$ cat config.mk
export PLATFORM = sky130hd
export DESIGN_NAME = ram_bist_ctrl
export DESIGN_NICKNAME = d
export VERILOG_FILES = /design/src/rtl/ram_bist_pkg.sv /design/src/rtl/ram_bist_pattern.sv /design/src/rtl/ram_bist_ctrl.sv
export SDC_FILE = /design/constraint.sdc
export NUM_CORES = 1
export LEC_CHECK = 0
export ABC_AREA = 1
export CAP_MARGIN = 30
export CORE_AREA = 2 2 93 95
export DETAILED_ROUTE_END_ITERATION = 7
export DIE_AREA = 0 0 95 97
export PLACE_DENSITY_LB_ADDON = 0.05
export SKIP_LAST_GASP = 1
export SYNTH_ARGS = -nofsm -noshare
export SYNTH_HDL_FRONTEND = slang
export SYNTH_SLANG_ARGS = --single-unit
$ cat constraint.sdc
create_clock -name clk -period 1.9 [get_ports clk]
set_clock_uncertainty 0.05 [all_clocks]
set_input_delay 0.475 -clock clk [delete_from_list [all_inputs] [get_ports clk]]
set_output_delay 0.475 -clock clk [all_outputs]
set_load 0.01 [all_outputs]
$ cat src/rtl/ram_bist_pkg.sv
// Shared types and defaults for the RAM march-test controller.
// Optional error counter is enabled with RAM_BIST_ERRCNT_EN.
package ram_bist_pkg;

  localparam int unsigned DEF_DATA_W  = 16;
  localparam int unsigned DEF_ADDR_W  = 6;
  localparam logic [15:0] DEF_PATTERN = 16'hA5C3;
  localparam int unsigned ERRCNT_W    = 8;

  typedef enum logic [2:0] {
    StIdle,
    StW0,
    StR0,
    StW1,
    StR1,
    StDone
  } bist_state_e;

endpackage

$ cat src/rtl/ram_bist_pattern.sv
// Address-seeded test pattern: P(a) = PATTERN ^ a, optionally inverted.
module ram_bist_pattern
  import ram_bist_pkg::*;
#(
  parameter int unsigned        DATA_W  = DEF_DATA_W,
  parameter int unsigned        ADDR_W  = DEF_ADDR_W,
  parameter logic [DATA_W-1:0]  PATTERN = DATA_W'(DEF_PATTERN)
) (
  input  logic [ADDR_W-1:0] addr,
  input  logic              invert,
  output logic [DATA_W-1:0] pattern
);

  logic [DATA_W-1:0] base;

  assign base    = PATTERN ^ DATA_W'(addr);
  assign pattern = invert ? ~base : base;

endmodule

$ cat src/rtl/ram_bist_ctrl.sv
// Four-phase march test (W0 P, R0 P, W1 ~P, R1 ~P) and power-on fill engine for a word RAM.
// Define RAM_BIST_ERRCNT_EN to add a saturating mismatch counter on err_count.
module ram_bist_ctrl
  import ram_bist_pkg::*;
#(
  parameter int unsigned       DATA_W  = DEF_DATA_W,
  parameter int unsigned       ADDR_W  = DEF_ADDR_W,
  parameter logic [DATA_W-1:0] PATTERN = DATA_W'(DEF_PATTERN)
) (
  input  logic              clk,
  input  logic              rst_n,
  input  logic              start,
  output logic              busy,
  output logic              done,
  output logic              pass,
  output logic [ADDR_W-1:0] fail_addr,
  output logic [DATA_W-1:0] fail_data,
  output logic [DATA_W-1:0] mem_in,
  output logic [ADDR_W-1:0] mem_address,
  output logic              mem_load,
  input  logic [DATA_W-1:0] mem_out
`ifdef RAM_BIST_ERRCNT_EN
  ,
  output logic [ERRCNT_W-1:0] err_count
`endif
);

  bist_state_e       state_q;
  logic [ADDR_W-1:0] addr_q;
  logic              busy_q, done_q, load_q, pass_q;
  logic [ADDR_W-1:0] fail_addr_q;
  logic [DATA_W-1:0] fail_data_q;
  logic [DATA_W-1:0] pat;
  logic              invert, is_read, mismatch, addr_max, start_run;

  // One generator serves both the write data and the read compare.
  assign invert    = (state_q == StW1) || (state_q == StR1);
  assign is_read   = (state_q == StR0) || (state_q == StR1);
  assign mismatch  = is_read && (mem_out != pat);
  assign addr_max  = &addr_q;
  assign start_run = (state_q == StIdle) && start;

  ram_bist_pattern #(
    .DATA_W  (DATA_W),
    .ADDR_W  (ADDR_W),
    .PATTERN (PATTERN)
  ) u_pattern (
    .addr    (addr_q),
    .invert  (invert),
    .pattern (pat)
  );

  always_ff @(posedge clk or negedge rst_n) begin
    if (!rst_n) begin
      state_q     <= StIdle;
      addr_q      <= '0;
      busy_q      <= 1'b0;
      done_q      <= 1'b0;
      load_q      <= 1'b0;
      pass_q      <= 1'b1;
      fail_addr_q <= '0;
      fail_data_q <= '0;
    end else begin
      done_q <= 1'b0;
      if (mismatch && pass_q) begin
        pass_q      <= 1'b0;
        fail_addr_q <= addr_q;
        fail_data_q <= mem_out;
      end
      unique case (state_q)
        StIdle: begin
          if (start) begin
            state_q     <= StW0;
            addr_q      <= '0;
            busy_q      <= 1'b1;
            load_q      <= 1'b1;
            pass_q      <= 1'b1;
            fail_addr_q <= '0;
            fail_data_q <= '0;
          end
        end
        StW0, StR0, StW1, StR1: begin
          addr_q <= addr_q + 1'b1;
          if (addr_max) begin
            unique case (state_q)
              StW0:    begin state_q <= StR0; load_q <= 1'b0; end
              StR0:    begin state_q <= StW1; load_q <= 1'b1; end
              StW1:    begin state_q <= StR1; load_q <= 1'b0; end
              default: begin state_q <= StDone; busy_q <= 1'b0; done_q <= 1'b1; end
            endcase
          end
        end
        default: state_q <= StIdle;
      endcase
    end
  end

  assign busy        = busy_q;
  assign done        = done_q;
  assign pass        = pass_q;
  assign fail_addr   = fail_addr_q;
  assign fail_data   = fail_data_q;
  assign mem_load    = load_q;
  assign mem_address = addr_q;
  assign mem_in      = load_q ? pat : '0;

`ifdef RAM_BIST_ERRCNT_EN
  logic [ERRCNT_W-1:0] errcnt_q;

  always_ff @(posedge clk or negedge rst_n) begin
    if (!rst_n) begin
      errcnt_q <= '0;
    end else if (start_run) begin
      errcnt_q <= '0;
    end else if (mismatch && (errcnt_q != '1)) begin
      errcnt_q <= errcnt_q + 1'b1;
    end
  end

  assign err_count = errcnt_q;
`endif

endmodule

==> Word-level counts from Yosys, hierarchy flattened <==
Index checks and enable logic that the tools add are counted.
W data, S select, Z words.
{ "word_totals": {"register_bits": 35, "in_bits": 19, "word_cells": 61} }
{ "classes": {"add_sub_neg": 1, "n_eq_ne": 9, "n_mux": 27, "bitwise_logic": 2, "n_reduce_logical": 14} }
{ "op_table": {"columns": ["operator", "n"], "rows": [
  ["$mux W16", 5],
  ["$mux W6", 4],
  ["$ne A16 B16 Y1", 1],
  ["$not A16 Y16", 1],
  ["$pmux W6 S2", 1],
  ["$mux W1", 10],
  ["$pmux W3 S3", 1],
  ["$not A2 Y8", 1],
  ["$reduce_and A4 Y1", 2],
  ["$add A6 B1 Y6 const B", 1],
  ["$eq A3 B2 Y1 const B", 2],
  ["$mux W3", 2],
  ["$ne A2 B2 Y1 const B", 3],
  ["$pmux W1 S2", 3],
  ["$pmux W3 S2", 1],
  ["$reduce_and A6 Y1", 1],
  ["$reduce_and A2 Y1", 2],
  ["$reduce_or A4 Y1", 1],
  ["$eq A3 B1 Y1 const B", 1],
  ["$eq A3 B3 Y1 const B", 1],
  ["$logic_not A3 Y1", 1],
  ["$ne A3 B3 Y1 const B", 1],
  ["$reduce_or A3 Y1", 1],
  ["$logic_and A1 B1 Y1", 2],
  ["3 further kinds", 4]
]} }

==> Depth between registers and ports, before layout <==
{ "logic_depth": {"word_depth": 9, "mapped_depth": 15, "mapped_depth_nobuf": 14} }

==> Modules after synthesis <==
From an unflattened synthesis, not the netlist that was laid out.
{ "hier_totals": {"hier_cells": 406, "hier_area_um2": 2472.4} }
{ "by_module_without_submodules": {"columns": ["module", "n_inst", "cells_each", "area_each_um2", "seq_area_each_um2"], "rows": [
  ["ram_bist_ctrl", 1, 372, 2311.0, 877.1],
  ["ram_bist_pattern", 1, 34, 161.4, 0.0]
]} }

==> Worst setup path before layout <==
Ideal clock, no wire load.
{ "synth_path": {"path_kind": "flip-flop to output port", "startpoint": "register state_q[2]", "endpoint": "output port mem_in[10]", "t_arrival_ns": 1.392, "setup_slack_ns": -0.017, "stages_incl_launch_ff": 8, "n_path_buf": 2, "path_cell_list": "dfrtp_1 -> inv_2 -> nand2_4 -> nand2_4 -> buf_6 -> inv_1 -> nor2_1 -> buf_4"} }
{ "synth_between": {"elab_chain_len": 4, "word_cells_on_any_way": 5, "classes_between": "eq/ne (2); mux (2); reduce/logical (1)"} }
{ "synth_rtl": {"columns": ["item", "line_no", "rtl"], "rows": [
  ["start, declared", "ram_bist_ctrl.sv:28", "bist_state_e state_q;"],
  ["start signal, assigned", "ram_bist_ctrl.sv:55", "state_q <= StIdle;"],
  ["start signal, assigned", "ram_bist_ctrl.sv:73", "state_q <= StW0;"],
  ["start signal, assigned", "ram_bist_ctrl.sv:93", "default: state_q <= StIdle;"],
  ["$eq A3 B2 Y1 or $eq A3 B3 Y1 (tied branches)", "ram_bist_ctrl.sv:37", "assign invert = (state_q == StW1) || (state_q == StR1);"],
  ["$logic_or A1 B1 Y1 (*)", "ram_bist_ctrl.sv:37", null],
  ["$mux W16 (*)", "ram_bist_pattern.sv:17", "assign pattern = invert ? ~base : base;"],
  ["$mux W16 (*)", "ram_bist_ctrl.sv:105", "assign mem_in = load_q ? pat : '0;"],
  ["end, declared", "ram_bist_ctrl.sv:18", "output logic [DATA_W-1:0] mem_in,"]
]} }
Mark *: on every way between the ends. The rest lies on a longest branch, timed or not.

==> Worst setup path in the final report <==
{ "layout_path": {"startpoint": "register state_q[1]", "endpoint": "output port mem_in[9]"} }
The elaborated chain is that of the path after synthesis.

==> summary.txt <==
Cells and area
  • Inserted Diodes: 0
  • Post-layout util: 0.5062
  • Layout Nets: 496
  • Final Instance Area: 4118 sq um
  • Layout cells sized above 1: 0.4340
  • Synth-to-Final Area Change: 72.76%

CTS
  • Buffer depth of the longest clock path: 2
  • Clk sinks: 35
  • # hold bufs at CTS: 0
  • TritonCTS clock tree: yes
  • CTS root buf: clkbuf_8
  • # H-tree levels: 2
  • Skew-Pair Late Insertion Delay: 0.29 ns
  • Inserted Clock Buffers: 5
  • Reg clk slew, reported paths: 0.08 ns

Yosys
  • Post-Synth Adder-Cell Area: 0.005249
  • Mapped Nets: 356
  • Cell with the most instances after synthesis: nand2_1
  • Synth Area in Compound Gates: 0.05197
  • Largest family of logic cells by synthesized area: simple AND/OR/NAND/NOR gates
  • Synth cell types: 29
  • EDFF count, synth: 0
  • FF+latch count, synth: 35
  • Cell Area, Synth: 2384 sq um
  • Commonest cells in the netlist: nand2_1, inv_1, dfrtp_1
  • Ys async rst share: 1.000
  • Post-Synth Simple-Gate Area: 0.3774
  • XOR/XNOR Fraction of Synth Area: 0.007349
  • Multiplexer area fraction after synthesis: 0
  • Synth warn: 0
  • Avg Inst Size Synth: 7.094 sq um
  • Dominant synthesized flop cell: dfrtp_1
  • Yosys top cell area share: 0.3570
  • Leading area contributor after synthesis: dfrtp_1
  • Cells after Synth: 336
  • Synth top area cells: dfrtp_1, nand2_1, inv_1
  • Register area share after synthesis: 0.3680

Floorplanning
  • DIE WIDTH: 95 um
  • Placement Rows: 33
  • Core Region: 8134 sq um
  • Die footprint: 9215 sq um
  • DIE HEIGHT: 97 um
  • Starting Density: 0.2930
  • Ports: 67

Route
  • Detailed Route Iter0 Violations: 83
  • Router iterations before antenna repair: 4
  • Routed Antenna Nets: 0
  • Drt wl/cell: 12.86 um
  • Routed vias: 2510
  • Drt total wl: 7483 um
  • Residual DRC count: 0
  • Vias per cell: 4.313

Place
  • Post-DP HPWL: 5018 um
  • Dpl ws: -0.5015 ns
  • Placer congestion estimate: 0.7900
  • Placed cell area: 3538 sq um
  • I/O Buffers: 66

STA
  • Achievable Freq: 451.0 MHz
  • Worst slew margin: 0.7803
  • Setup WS post-layout: -0.3172 ns
  • Fin crit period: 2.217 ns
  • RSZ-0062 raised after global routing: true
  • Total Neg Setup Slack: -10.17 ns
  • Final period utilization: 1.167
  • Worst Tran Pin Value: 0.3271 ns
  • Final setup violation count: 45
  • Slew Limit Fails: 0
  • Final Hold Viols: 0

Power and ir drop
  • Power Density: 1955 nW/um^2
  • Leakage: 2.192 nW
  • Power, Total: 8.049 mW
  • VDD IR-drop max: 0.001331 V

Global routing
  • Global route total overflow: 0
  • Largest net degree at the start of global routing: 36
  • Vias in the first global route: 2374
  • Initial antenna violation count: 0
  • First-pass GRT wire length: 11320 um
  • Tot GR Track Use: 0.1551

Worst setup path
  • CP arrival: 1.69 ns
  • CP max FO: 6
  • Critical Path Sink Type: output port
  • Data required, critical path: 1.37 ns
  • CP startpoint kind: flip-flop
  • CP Class: reg2out

Hold path
  • Hold WC Path Type: in2async

Status
  • Status: finished, violations left
  • Failing checks: negative setup slack

Run
  • Max Cap Viol: 0
==> worst paths after layout <==
path	to	start	cells after the start	slack, ns
setup / recovery	mem_in[9]	state_q[1]	6	-0.32
hold / removal	fail_data[6]	rst_n	2	0.09
setup reg to reg	fail_data[9]	state_q[1]	16	-0.31
hold reg to reg	busy	busy	2	0.44
max in group asynchronous	pass	rst_n	2	1.45
min in group clk	busy	busy	2	0.44
==> layout make-up <==
cell class,instances,area (sq um)
Multi-Input combinational cell,204,1237
Fill cell,816,4016
Sequential cell,35,879.6
Tap cell,105,131.4
Clock buffer,6,82.58
Timing Repair Buffer,151,1448
Inverter,79,304.0
Clock inverter,2,35.03
==> power by group <==
group | total [mW] | leakage, nW | internal, mW | switching [mW]
Clock | 0.725 | 0.0612 | 0.425 | 0.300
Combinational | 6.08 | 1.68 | 3.04 | 3.04
Sequential | 1.25 | 0.448 | 1.06 | 0.187
Total | 8.05 | 2.19 | 4.52 | 3.52
==> critical path: stages, from the launching register on <==
cell	delay, ns
dfrtp_2	0.45
o21ai_4	0.22
buf_12	0.14
nand2_8	0.07
buf_4	0.15
nor2_4	0.13
clkdlybuf4s15_2	0.25
==> cell families after synthesis <==
| group | Yosys count |
|---|---|
| simple gates | 178 |
| xor+xnor | 2 |
| compound gates | 22 |
| fa+ha+maj | 1 |
| buf+inv | 98 |
| flops | 35 |
==> through the flow <==
step                hold slack [ns]  instances
floorplan                    0.1294        336
global placement             0.4124        552
detailed placement           0.4105        552
CTS                         0.09417        570
global route                0.09745        582
finish                      0.09297        582
==> layout by cell type (no fill, tap or decap), types with 14 or more instances in the layout <==
cell type and n:
nand2_1 57, nor2_1 18, inv_2 21, nor2_2 14
dfrtp_1 32, clkdlybuf4s50_1 44, buf_6 22, buf_4 64
nand4_1 23, nand3_1 14, inv_1 54, nand2_2 25
==> per-layer routing <==
layer / vias to the layer above / wire (um) / track usage
met5: - / 0 / 0
met4: 0 / 37 / 0.03679
met3: 2 / 239 / 0.02804
met2: 44 / 3718 / 0.2520
met1: 1156 / 3487 / 0.2123
li1: 1308 / - / -
==> sequential cells by signal, indices dropped and copies added (netlist names) <==
name	cells
mem_load	1
fail_data	16
done	1
mem_address	6
pass	1
state_q	3
fail_addr	6
busy	1
==> repair_timing <==
action                                  in CTS  in global routing
endpoints found under the setup margin      39                 51
setup buffers                                9                 11
pin swaps                                    7                 13
gates resized for setup                     86                 57
gates cloned                                 1                  3
Power figures use the tool's default switching activity.
==> variant: new RTL, same flow settings <==
Add an input register stage for `start` and `mem_out`; this delays them by one clock.
--- a/src/rtl/ram_bist_ctrl.sv
+++ b/src/rtl/ram_bist_ctrl.sv
@@ -25,6 +25,14 @@
 `endif
 );
 
+  logic start_q;
+  logic [DATA_W-1:0] mem_out_q;
+
+  always_ff @(posedge clk) begin
+    start_q   <= start;
+    mem_out_q <= mem_out;
+  end
+
   bist_state_e       state_q;
   logic [ADDR_W-1:0] addr_q;
   logic              busy_q, done_q, load_q, pass_q;
@@ -36,9 +44,9 @@
   // One generator serves both the write data and the read compare.
   assign invert    = (state_q == StW1) || (state_q == StR1);
   assign is_read   = (state_q == StR0) || (state_q == StR1);
-  assign mismatch  = is_read && (mem_out != pat);
+  assign mismatch  = is_read && (mem_out_q != pat);
   assign addr_max  = &addr_q;
-  assign start_run = (state_q == StIdle) && start;
+  assign start_run = (state_q == StIdle) && start_q;
 
   ram_bist_pattern #(
     .DATA_W  (DATA_W),
@@ -65,11 +73,11 @@
       if (mismatch && pass_q) begin
         pass_q      <= 1'b0;
         fail_addr_q <= addr_q;
-        fail_data_q <= mem_out;
+        fail_data_q <= mem_out_q;
       end
       unique case (state_q)
         StIdle: begin
-          if (start) begin
+          if (start_q) begin
             state_q     <= StW0;
             addr_q      <= '0;
             busy_q      <= 1'b1;
Function: changed (a bounded check fails within 4 cycles, from zero or initial values and one cycle with rst_n low).
==> variant against the original RTL <==
- the flow still finishes with violations (negative setup slack)
- routed wire length increased by 5.4%
- utilization up 3.4 points
- total power is 3.6% higher
- count of clock-buffer cells in the layout unchanged
- worst setup slack better by 0.034 ns
- via count up 7.0%
- area after synthesis is 14% higher
- design area up 6.7%
- sequential cell count increased by 17
- largest cell class is now multi-input gates
==> variant: results (changes against the original RTL) <==
| Metric | Value |
|---|---|
| GR Util All Layers | 16.4% (+0.85 points) |
| Violated checks | negative setup slack |
| Crit path capture | mem_in[11] |
| Top cells by count, synth | nand2_1 (74), inv_1 (62), nor2_1 (42) |
| R2R Path End | fail_data[6] |
| Avg Inst Size Synth | 7.46 um^2 (+5.1%) |
| Leak pwr | 2.26 nW (+2.9%) |
| Status | finished with violations |
| Max Root-Sink Buffers | 2 (unchanged) |
| Final setup viols | 39 (-13%) |
| Mapped Nets | 383 (+7.6%) |
| DR WL met3 | 371 um (+55%) |
| Slew headroom | 68.2% (-9.9 points) |
| Worst-skew pair later-pin latency | 0.31 ns (+0.02 ns) |
| Nets | 505 (+1.8%) |
| Reg2reg setup slack | -0.27 ns (+0.04 ns) |
| FFs w/ async S/R, synth | 67.3% (-33 points) |
| Met2 Track Usage GR | 25.4% (+0.22 points) |
| Routing usage on met3 | 3.82% (+1.0 points) |
| Finished Layout Cells | 591 (+1.5%) |
| Tightest hold margin | 0.153 ns (+0.0598 ns) |
| CP arrival | 1.66 ns (-0.03 ns) |
| Critical path's slowest cell | dfrtp_2 |
| Share of cells above drive strength 1 | 41.2% (-2.2 points) |
| Clk slew on worst S/H paths | 0.10 ns (+0.02 ns) |
| Register area share after synthesis | 45.0% (+8.2 points) |
| Final Routed Wirelength | 7890 um (+5.4%) |
| Via count | 2685 (+7.0%) |
| Yosys cell types | 25 (-14%) |
| Final antenna diode count | 0 (unchanged) |
| Worst VDD drop | 0.922 mV (-31%) |
| Setup_tns | -8.50 ns (+1.67 ns) |
| Fill count | 781 (-4.3%) |
| Placed cell count | 558 (+1.1%) |
| First-pass GRT wire length | 11900 um (+5.3%) |
| Vias in the first global route | 2548 (+7.3%) |
| Met2 routed wirelength | 3760 um (+1.2%) |
| DR iter-0 viols | 106 (+28%) |
| Top post-synthesis cells by area | dfrtp_1 (31%), dfxtp_1 (13%), nand2_1 (10%) |
| Post-DP HPWL | 5160 um (+2.8%) |
| Wire length on met1 | 3590 um (+2.9%) |
| CP Max Fanout | 5 (-1) |
| Met1 Use GR | 22.1% (+0.86 points) |
| Final Wtd Congestion | 0.862 (+9.2%) |
| Setup WS post-layout | -0.283 ns (+0.0342 ns) |
-- variant: final cells by class --
| type | count | area, um^2 | share of cell area (%) |
|---|---|---|---|
| tap | 105 | 131 | 2.99 |
| timing repair buffer | 133 | 1270 | 28.8 |
| inverter | 78 | 300 | 6.83 |
| multi-input combinational | 215 | 1390 | 31.6 |
| sequential | 52 | 1220 | 27.8 |
| clock buffer | 6 | 72.6 | 1.65 |
| clock inverter | 2 | 12.5 | 0.285 |
-- variant: kinds of logic (layout without fill, tap and decap cells) --
logic type / after synthesis / after routing / synth area share [%]
AO/OA/AOI/OAI: 18 / 18 / 3.79
XOR/XNOR: 1 / 1 / 0.324
adder cells (fa/ha/maj): 1 / 1 / 0.462
buffers and inverters: 97 / 219 / 16.2
flip-flops: 52 / 52 / 45.0
AND/OR/NAND/NOR: 194 / 195 / 34.2
-- variant: per-stage QoR --
step / setup WS (ns) / cell area, um^2 / total power [mW]
global placement: -0.235 / 3720 / 6.17
CTS: -0.289 / 3880 / 6.99
finish: -0.283 / 4400 / 8.34
detailed placement: -0.250 / 3720 / 6.19
global route: -0.393 / 4400 / 9.01
floorplan: 0.00103 / 2710 / 4.27
-- variant: timing repair --
item / CTS / global route
cloned: 1 / 4
resized for setup: 86 / 110
setup endpoints to repair: 43 / 55
pin swaps: 7 / 41
setup buffers: 11 / 13
hold buffers: 0 / 0
-- variant: power breakdown --
part	total, mW	internal [mW]	switching, mW
logic	6.05	2.90	3.14
clock network	0.628	0.259	0.369
registers	1.67	1.44	0.229
-- variant: worst register-to-register path, delay by kind of cell (launching register included) --
kind / cells / cell delay [ns]
flip-flops: 1 / 0.45
AND/OR/NAND/NOR: 10 / 0.80
AO/OA/AOI/OAI: 1 / 0.19
buffers and inverters: 5 / 0.61
